--- src/rtl/mem_stage_pkg.sv ---
// Shared types for the MEM stage: memory opcode encoding, FSM states, opcode decode helpers.
// Latency: n/a (types and pure functions only).
// Backpressure: n/a.
package mem_stage_pkg;

    localparam int STALL_W   = 6;   // width of the stall bus
    localparam int STALL_MEM = 4;   // stall bus bit: mem stage held (bit 5 is wb held)
    localparam int MEMOP_W   = 4;   // width of the memory opcode bus

    // Memory opcodes carried from ex_mem; codes not listed here behave as NOP.
    typedef enum logic [MEMOP_W-1:0] {
        MEM_NOP = 4'd0,
        MEM_LB  = 4'd1,
        MEM_LH  = 4'd2,
        MEM_LW  = 4'd3,
        MEM_LBU = 4'd4,
        MEM_LHU = 4'd5,
        MEM_SB  = 4'd6,
        MEM_SH  = 4'd7,
        MEM_SW  = 4'd8
    } mem_op_e;

    typedef enum logic [1:0] {
        ST_IDLE = 2'd0,
        ST_WAIT = 2'd1,
        ST_DONE = 2'd2
    } mem_state_e;

    function automatic logic op_is_load(input logic [MEMOP_W-1:0] op);
        return (op == MEM_LB) || (op == MEM_LH) || (op == MEM_LW) ||
               (op == MEM_LBU) || (op == MEM_LHU);
    endfunction

    function automatic logic op_is_store(input logic [MEMOP_W-1:0] op);
        return (op == MEM_SB) || (op == MEM_SH) || (op == MEM_SW);
    endfunction

    // Transfer size in bytes; 0 for anything that is not an access.
    function automatic logic [2:0] op_len(input logic [MEMOP_W-1:0] op);
        logic [2:0] len;
        case (op)
            MEM_LB, MEM_LBU, MEM_SB: len = 3'd1;
            MEM_LH, MEM_LHU, MEM_SH: len = 3'd2;
            MEM_LW, MEM_SW:          len = 3'd4;
            default:                 len = 3'd0;
        endcase
        return len;
    endfunction

endpackage

--- src/rtl/mem_stage_load_ext.sv ---
// Load data extension: sign- or zero-extends the LSB-aligned bytes returned by mem_ctrl.
// Latency: combinational.
// Backpressure: none; pure function of its inputs.
module mem_load_ext
    import mem_stage_pkg::*;
#(
    parameter int XLEN = 32
) (
    input  logic [MEMOP_W-1:0] i_mem_op,
    input  logic [XLEN-1:0]    i_rdata,
    output logic [XLEN-1:0]    o_data
);

    // Byte/half loads only look at the low bytes; anything above is don't-care from mem_ctrl.
    always_comb begin
        o_data = i_rdata;
        case (i_mem_op)
            MEM_LB:  o_data = {{(XLEN-8){i_rdata[7]}},   i_rdata[7:0]};
            MEM_LH:  o_data = {{(XLEN-16){i_rdata[15]}}, i_rdata[15:0]};
            MEM_LBU: o_data = {{(XLEN-8){1'b0}},         i_rdata[7:0]};
            MEM_LHU: o_data = {{(XLEN-16){1'b0}},        i_rdata[15:0]};
            default: o_data = i_rdata;
        endcase
    end

endmodule

--- src/rtl/mem_stage.sv ---
// RV32I MEM stage: passes non-memory ops straight through, runs a req/done access with mem_ctrl for loads/stores.
// Latency: 0 cycles for non-memory ops; memory ops take 1 issue cycle + mem_ctrl latency, result held until wb takes it.
// Backpressure: raises stall_req_out while an access is pending; holds the result while stall_in[4] is set; rdy_in=0 freezes all state.
module mem_stage
    import mem_stage_pkg::*;
#(
    parameter int XLEN   = 32,
    parameter int CSR_AW = 12
) (
    input  logic                 clk_in,
    input  logic                 rst_in,
    input  logic                 rdy_in,
    input  logic [STALL_W-1:0]   stall_in,
    output logic                 stall_req_out,

    input  logic [4:0]           rd_address_in,
    input  logic [XLEN-1:0]      rd_data_in,
    input  logic [MEMOP_W-1:0]   mem_op_in,
    input  logic [XLEN-1:0]      mem_addr_in,
    input  logic [XLEN-1:0]      mem_wdata_in,
    input  logic [CSR_AW-1:0]    csr_in,
    input  logic                 csr_write_enable_in,
    input  logic [XLEN-1:0]      csr_write_data_in,

    output logic                 mem_req_out,
    output logic                 mem_we_out,
    output logic [2:0]           mem_len_out,
    output logic [XLEN-1:0]      mem_addr_out,
    output logic [XLEN-1:0]      mem_wdata_out,
    input  logic                 mem_done_in,
    input  logic [XLEN-1:0]      mem_rdata_in,

    output logic [4:0]           rd_address,
    output logic [XLEN-1:0]      rd_data,
    output logic [CSR_AW-1:0]    csr_out,
    output logic                 csr_write_enable_out,
    output logic [XLEN-1:0]      csr_write_data_out
);

    mem_state_e      r_state;
    logic            r_mem_req;
    logic            r_mem_we;
    logic [2:0]      r_mem_len;
    logic [XLEN-1:0] r_mem_addr;
    logic [XLEN-1:0] r_mem_wdata;
    logic [XLEN-1:0] r_result;

    logic            w_is_load;
    logic            w_is_store;
    logic            w_is_mem;
    logic [XLEN-1:0] w_load_ext;
    logic            w_unused_stall;

    assign w_is_load  = op_is_load(mem_op_in);
    assign w_is_store = op_is_store(mem_op_in);
    assign w_is_mem   = w_is_load | w_is_store;

    // Only the mem-stage hold bit matters here; the other stall bits belong to other stages.
    assign w_unused_stall = ^{stall_in[STALL_W-1:STALL_MEM+1], stall_in[STALL_MEM-1:0]};

    mem_load_ext #(
        .XLEN (XLEN)
    ) u_load_ext (
        .i_mem_op (mem_op_in),
        .i_rdata  (mem_rdata_in),
        .o_data   (w_load_ext)
    );

    // Access FSM: issue the request, wait for done, hold the result until mem_wb has taken it.
    always_ff @(posedge clk_in or negedge rst_in) begin
        if (!rst_in) begin
            r_state     <= ST_IDLE;
            r_mem_req   <= 1'b0;
            r_mem_we    <= 1'b0;
            r_mem_len   <= 3'd0;
            r_mem_addr  <= '0;
            r_mem_wdata <= '0;
            r_result    <= '0;
        end else if (rdy_in) begin
            case (r_state)
                ST_IDLE: begin
                    if (w_is_mem) begin
                        r_mem_req   <= 1'b1;
                        r_mem_we    <= w_is_store;
                        r_mem_len   <= op_len(mem_op_in);
                        r_mem_addr  <= mem_addr_in;   // misaligned addresses go out as-is
                        r_mem_wdata <= mem_wdata_in;
                        r_state     <= ST_WAIT;
                    end
                end
                ST_WAIT: begin
                    if (mem_done_in) begin
                        r_result  <= w_load_ext;
                        r_mem_req <= 1'b0;
                        r_state   <= ST_DONE;
                    end
                end
                ST_DONE: begin
                    // Stage is held while wb is stalled; leave only once the result has moved on.
                    if (!stall_in[STALL_MEM]) begin
                        r_state <= ST_IDLE;
                    end
                end
                default: begin
                    r_state   <= ST_IDLE;
                    r_mem_req <= 1'b0;
                end
            endcase
        end
    end

    // Stall while an access is being issued or is outstanding; DONE already has its result.
    always_comb begin
        stall_req_out = ((r_state == ST_IDLE) && w_is_mem) || (r_state == ST_WAIT);
    end

    // Writeback-side outputs: pass-through, with load results substituted once captured.
    always_comb begin
        rd_address           = w_is_store ? 5'd0 : rd_address_in;
        rd_data              = ((r_state == ST_DONE) && w_is_load) ? r_result : rd_data_in;
        csr_out              = csr_in;
        csr_write_enable_out = csr_write_enable_in;
        csr_write_data_out   = csr_write_data_in;
    end

    assign mem_req_out   = r_mem_req;
    assign mem_we_out    = r_mem_we;
    assign mem_len_out   = r_mem_len;
    assign mem_addr_out  = r_mem_addr;
    assign mem_wdata_out = r_mem_wdata;

endmodule

--- config.mk ---
export PLATFORM = sky130hd
export DESIGN_NAME = mem_stage
export DESIGN_NICKNAME = d
export VERILOG_FILES = /design/src/rtl/mem_stage_pkg.sv /design/src/rtl/mem_stage_load_ext.sv /design/src/rtl/mem_stage.sv
export SDC_FILE = /design/constraint.sdc
export NUM_CORES = 1
export LEC_CHECK = 0
export CORE_AREA = 2 2 134 136
export DETAILED_ROUTE_END_ITERATION = 10
export DIE_AREA = 0 0 136 138
export PLACE_DENSITY = 0.7
export SYNTH_ARGS = -nofsm -noshare
export SYNTH_HDL_FRONTEND = slang
export SYNTH_HIERARCHICAL = 1
export SYNTH_SLANG_ARGS = --single-unit
--- constraint.sdc ---
create_clock -name clk_in -period 2.4 [get_ports clk_in]
set_clock_uncertainty 0.05 [all_clocks]
set_input_delay 0.24 -clock clk_in [delete_from_list [all_inputs] [get_ports clk_in]]
set_output_delay 0.24 -clock clk_in [all_outputs]
set_load 0.005 [all_outputs]
**After elaboration in Yosys (flattened, before gate mapping)**

Memory sizes are Yosys's and may differ from the RTL's. A register that Yosys moved wholly into a read port is not among the register bits.
Cells that the tools add are included.

- Register bits: 100
- Bits in read-only memories: 48
- Word-level logic and storage cells: 47
- Memories: 1

Memory list:

| memory | words | width | rd ports | clocked after memory_dff | wr ports | line | source |
|---|---|---|---|---|---|---|---|
| (no name shown) | 16 | 3 | 1 | 1 | 0 | mem_stage_pkg.sv:41 | `case (op)` |

- Equal/unequal tests: 13
- Multiplexer cells: 10
- Bitwise operators: 2
- Reduce and logical (&&, ||, !) cells: 15

Operator list:

| kind | count |
|---|---|
| case mux 32 bit (4 select lines) | 1 |
| 2-to-1 mux 32 bit | 1 |
| == test 4 x 3 -> 1 bit (second input constant) | 4 |
| == test 4 x 2 -> 1 bit (second input constant) | 2 |
| AND reduction 4 bit | 2 |
| logical OR 1 bit | 7 |
| 2-to-1 mux 2 bit | 3 |
| != test 2 bit (second input constant) | 3 |
| case mux 2 bit (3 select lines) | 1 |
| AND reduction 3 bit | 2 |
| 2-to-1 mux 5 bit | 1 |
| == test 4 x 1 -> 1 bit (second input constant) | 1 |
| == test 4 bit (second input constant) | 1 |
| case mux 1 bit (3 select lines) | 1 |
| == test 2 x 1 -> 1 bit (second input constant) | 1 |
| == test 2 bit (second input constant) | 1 |
| logical AND 1 bit | 2 |
| zero test 2 bit | 1 |
| 2-to-1 mux 1 bit | 2 |
| zero test 1 bit | 1 |
| inverter 1 bit | 1 |
| bitwise OR 1 bit | 1 |

**Longest topological paths before layout**

- Word-level depth: 8
- Mapped depth: 7
- Gate-level depth less buffers: 4

**Modules after synthesis**

Netlist, hierarchy kept.

By module, submodules not included:

| module | instances | cells an instance | area an instance (um^2) | sequential area each (um^2) |
|---|---|---|---|---|
| mem_stage | 1 | 338 | 4869.7 | 2577.5 |
| mem_load_ext | 1 | 49 | 396.6 | 0.0 |

**Worst setup path after synthesis**

OpenSTA, ideal clock, no wires.

- Path type: in2reg
- From: in mem_op_in[2]
- To: reg r_mem_addr[29], in the netlist mem_addr_out[29]
- Arrival: 1.616 ns
- Data required time: 2.225 ns
- Path slack: 0.609 ns
- Stages on the path: 6
- Path through: clkbuf_1 nor3_2 mux2i_1 buf_6 buf_6 mux2_4

- Longest elaborated chain between the ends: 7
- Elaborated cells on any way between the ends: 16
- Those cells by class: eq/ne: 8; bitwise: 1; reduce/logical: 7

RTL lines:

| item | line | source |
|---|---|---|
| start: declaration | mem_stage.sv:18 | `input logic [MEMOP_W-1:0] mem_op_in,` |
| == test 4 x 1 -> 1 bit / == test 4 x 2 -> 1 bit (equally long branches) | mem_stage_pkg.sv:30 | `return (op == MEM_LB) \|\| (op == MEM_LH) \|\| (op == MEM_LW) \|\|` |
| logical OR 1 bit (3 in a row) | mem_stage_pkg.sv:30 |  |
| logical OR 1 bit | mem_stage_pkg.sv:31 | `(op == MEM_LBU) \|\| (op == MEM_LHU);` |
| bitwise OR 1 bit * | mem_stage.sv:56 | `assign w_is_mem = w_is_load \| w_is_store;` |
| AND reduction 3 bit (no line) * | - |  |
| end signal: assignment | mem_stage.sv:86 | `r_mem_addr <= mem_addr_in;` |
| end: declaration | mem_stage.sv:44 | `logic [XLEN-1:0] r_mem_addr;` |

Mark *: on every way between the ends. The rest lies on a longest branch, timed or not.
A chain may end at the register's enable or synchronous reset.

**Final worst setup path**

- From: in mem_op_in[0]
- To: out rd_data[0]

- Longest elaborated chain between the ends: 7
- Elaborated cells on any way between the ends: 11
- Those cells by class: eq/ne: 5; mux: 1; reduce/logical: 5

RTL lines:

| item | line | source |
|---|---|---|
| == test 4 x 1 -> 1 bit / == test 4 x 2 -> 1 bit (equally long branches) | mem_stage_pkg.sv:30 |  |
| logical OR 1 bit (3 in a row) | mem_stage_pkg.sv:30 |  |
| logical OR 1 bit * | mem_stage_pkg.sv:31 |  |
| logical AND 1 bit * | mem_stage.sv:120 | `rd_data = ((r_state == ST_DONE) && w_is_load) ? r_result : rd_data_in;` |
| 2-to-1 mux 32 bit * | mem_stage.sv:120 |  |
| end: declaration | mem_stage.sv:34 | `output logic [XLEN-1:0] rd_data,` |

Marked as above.

==> summary.md <==
| Metric | Value |
|---|---|
| Via/cell ratio | 4.513 |
| WP data arrival | slightly above 2 ns |
| Drt pass-1 iters | 6 |
| Reg2reg path depth | 5 |
| GRT Total Usage | 0.1465 |
| Post-DP HPWL | around 10 mm |
| Syn_nets | ~580 |
| CP Max Fanout | 5 |
| Slew Viols, Final | 0 |
| Period Utilization, post-route | 0.9824 |
| Post-synth cell types | 40 |
| DRT met1 WL | between 4 and 5 mm |
| Endpoints failing setup | 0 |
| Power Density | slightly below 1000 mW/mm² |
| Slew HR | 0.4418 |
| DRC errors left | 0 |
| Synth area leaders | dfrtp_1, mux2_2, mux2_4 |
| Max-cap viol count | 0 |
| Reg2reg start | r_state[0] |
| Iter 0 DRT Violations | between 80 and 90 |
| Flop pwr share | 0.387 |
| Largest net degree at the start of global routing | between 50 and 60 |
| Worst Tran Pin Value | slightly above 0.8 ns |
| Rows | between 40 and 50 |
| Critical Path Source Type | input pin |
| Die Y | about 140 µm |
| Antenna fix cells | 0 |
| Wirelength per Cell | between 15 and 20 µm |
| Clk slew on worst S/H paths | roughly 0.07 ns |
| Clock sinks | 103 |
| CP Data Required Time | 2.11 ns |
| H-tree levels | 3 |
| Worst hold path class | in -> async |
| Reg2Reg Setup Slack | 0.42 ns |
| Routed WL | between 10 and 15 mm |
| Top layer in use | met4 |
| Fin cells | approximately 840 |
| Synthesized flop and latch total | 103 |
| Num ports | roughly 340 |
| Gr ovfl total | 0 |
| Static Leak | around 3.7 nW |
| Combinational share of power | 0.425 |
| F_max | 424.1 MHz |
| Layout overhead on the synthesized area | 53.96% |
| CTS tree | done |
| Core area | approximately 0.018 mm² |
| Max clock buf depth | 2 |
| Met3 WL post-DR | roughly 1.4 mm |
| Final antenna-violating net count | 0 |
| Final hold violations | 0 |
| Routed via count | between 3000 and 4000 |
| Vias in the first global route | around 4200 |
| RR Endpoint | mem_wdata_out[7] |
| Placed Area | a little under 0.008 mm² |
| Crit end category | primary output |
| Initial Util | 0.3003 |
| Placer's final routability congestion estimate | about 0.72 |
| Clock Power Share | 0.188 |
| Metal2 WL | between 7 and 8 mm |
| Final instance area | 0.008108 mm² |
| Port-buffer cells | 248 |
| Status | finished, final reports clean |
| CTS root buf | clkbuf_16 |
| Fill count | between 1500 and 2000 |
| Die Area | between 0.015 and 0.02 mm² |
| Initial antenna violation count | 0 |
| Ratio of cells with drive above 1 in the final layout | 0.3064 |
| Cell Area, Synth | between 0.005 and 0.006 mm² |
| NetSw | around 0.0021 W |
| Syn. warnings | 6 |
| Switching portion of total power | 0.2684 |
| Crit path to | rd_data[0] |
| Die width | about 140 µm |
| Layout Nets | between 700 and 800 |
| Crit path from | mem_op_in[0] |
| Mapped Cells | 387 |
| Avg Synthesized Cell Area | 13.61 µm² |
| Tmin final | roughly 2.4 ns |
| Global-route wire length before repair | about 22 mm |
| P_int | about 0.006 W |
| Peak supply drop | about 0.57 mV |
| Biggest area consumer among synthesized cells | dfrtp_1 |
| Synth top area share | 0.4894 |
| Part of the Yosys area used for sequential elements | 0.4894 |
| Clk_lat worst skew | 0.34 ns |
| WS Path Type | in -> out |
| Placed insts | approximately 810 |
| TritonCTS Buffers | 9 |
kinds of logic after synthesis:
family                 Yosys count  share of synthesized area
AO/OA/AOI/OAI                   40                    0.05678
XOR/XNOR                         2                   0.003327
buffers and inverters           76                     0.1064
flip-flops                     103                     0.4894
multiplexers                   132                     0.3005
AND/OR/NAND/NOR                 34                    0.04348
final cells by class:
| cell class | instances | area (µm²) | area share |
|---|---|---|---|
| Tap cell | 229 | 286.5 | 0.03534 |
| Clock buffer | 12 | 246.5 | 0.03040 |
| Multi-Input combinational cell | 208 | 2145 | 0.2645 |
| Inverter | 3 | 11.26 | 0.001389 |
| Sequential cell | 103 | 2579 | 0.3181 |
| Clock inverter | 4 | 55.05 | 0.006790 |
| Timing Repair Buffer | 277 | 2785 | 0.3435 |
power groups by stage:
stage | clock (W) | combinational (W) | sequential (W)
global route | 0.00163 | 0.00364 | 0.00321
global placement | 0 | 0.00337 | 0.00308
finish | 0.00150 | 0.00339 | 0.00309
detailed placement | 0 | 0.00344 | 0.00312
CTS | 0.00157 | 0.00346 | 0.00310
floorplan | 0 | 0.00153 | 0.00305
per-stage QoR:
step | hold slack (ns) | setup TNS, ns | util | setup WS (ns) | power [W]
2_1_floorplan | -0.1056 | 0 | - | 0.6088 | 0.004582
3_3_place_gp | 0.2670 | -0.4633 | 0.4393 | -0.03286 | 0.006449
3_5_place_dp | 0.2753 | -1.126 | 0.4393 | -0.05609 | 0.006550
4_1_cts | 0.4300 | 0 | 0.4598 | 0.01552 | 0.008125
5_1_grt | 0.4300 | -0.009293 | 0.4624 | -0.009293 | 0.008485
6_report | 0.4225 | 0 | 0.4624 | 0.04215 | 0.007982
placed cells by master, fill, tap and decap left out, types with 2 or more instances in the layout:
| master | instances |
|---|---|
| dfrtp_1 | 102 |
| nor3_1 | 2 |
| buf_6 | 4 |
| nand3b_1 | 2 |
| a21o_1 | 17 |
| clkinv_4 | 2 |
| clkbuf_16 | 9 |
| o21ai_0 | 7 |
| mux2_4 | 27 |
| clkdlybuf4s50_1 | 214 |
| dlygate4sd2_1 | 22 |
| nor2_1 | 4 |
| mux2_2 | 101 |
| xor2_1 | 2 |
| inv_1 | 3 |
| nand2_1 | 8 |
| nor3b_1 | 2 |
| a211oi_1 | 2 |
| buf_4 | 20 |
| and2_1 | 5 |
| a21o_2 | 6 |
| clkbuf_1 | 2 |
| buf_12 | 4 |
| dlymetal6s2s_1 | 11 |
| mux2i_1 | 3 |
routing by layer:
| metal | global-route usage | vias to the layer above |
|---|---|---|
| li1 | - | 1734 |
| met1 | 0.1492 | 1820 |
| met2 | 0.2618 | 181 |
| met3 | 0.05171 | 38 |
| met4 | 0.07292 | 0 |
| met5 | 0 | - |
registers in the layout, indices dropped and copies added, names as in the netlist:
register       flops
mem_addr_out      32
mem_req_out        1
mem_len_out        3
r_state            2
mem_we_out         1
r_result          32
mem_wdata_out     32
cell usage after synthesis:
master    instances
inv_1             3
buf_2             9
mux2_2          101
nor4b_4           1
buf_8             1
a21boi_0          1
buf_4            53
clkbuf_1          2
and3b_1           1
a22o_1            1
nand2b_1          1
mux2_4           27
xor2_1            2
nand3b_1          2
a22o_2            1
o21ai_0           7
and2b_2           1
a211oi_4          1
nor3b_1           2
and2_1            5
clkbuf_2          1
dfrtp_1         103
nor4bb_1          1
o211ai_1          1
nand4_1           1
a211oi_1          2
nand2_1           8
nor2_1            4
a21oi_1           2
or4bb_1           1
nor3_1            2
or3b_1            1
a21o_1           17
a21o_2            6
nand4b_1          1
mux2i_1           4
nor3_2            1
or4b_2            1
o21ai_1           1
buf_6             7
worst min-delay path by stage:
stage,cells after the start,end,slack [ns]
4_1_cts,0,csr_out[11],0.43
5_1_grt,0,csr_write_data_out[15],0.43
2_1_floorplan,0,mem_addr_out[0],-0.11
3_5_place_dp,1,mem_wdata_out[1],0.28
3_3_place_gp,1,mem_wdata_out[1],0.27
6_report,2,mem_wdata_out[1],0.42
critical path: stages:
cell             delay, ns
clkdlybuf4s50_1       0.44
nor3_2                0.18
nand4b_1              0.17
buf_4                 0.15
buf_6                 0.11
mux2_2                0.33
clkdlybuf4s50_1       0.44
what timing repair did:
action,CTS,global route
setup buffers,3,2
hold endpoints to repair,48,0
endpoints found under the setup margin,37,16
hold buffers,1,0
gates cloned,2,0
resized for setup,29,12
(Power assumes the default switching activity.)
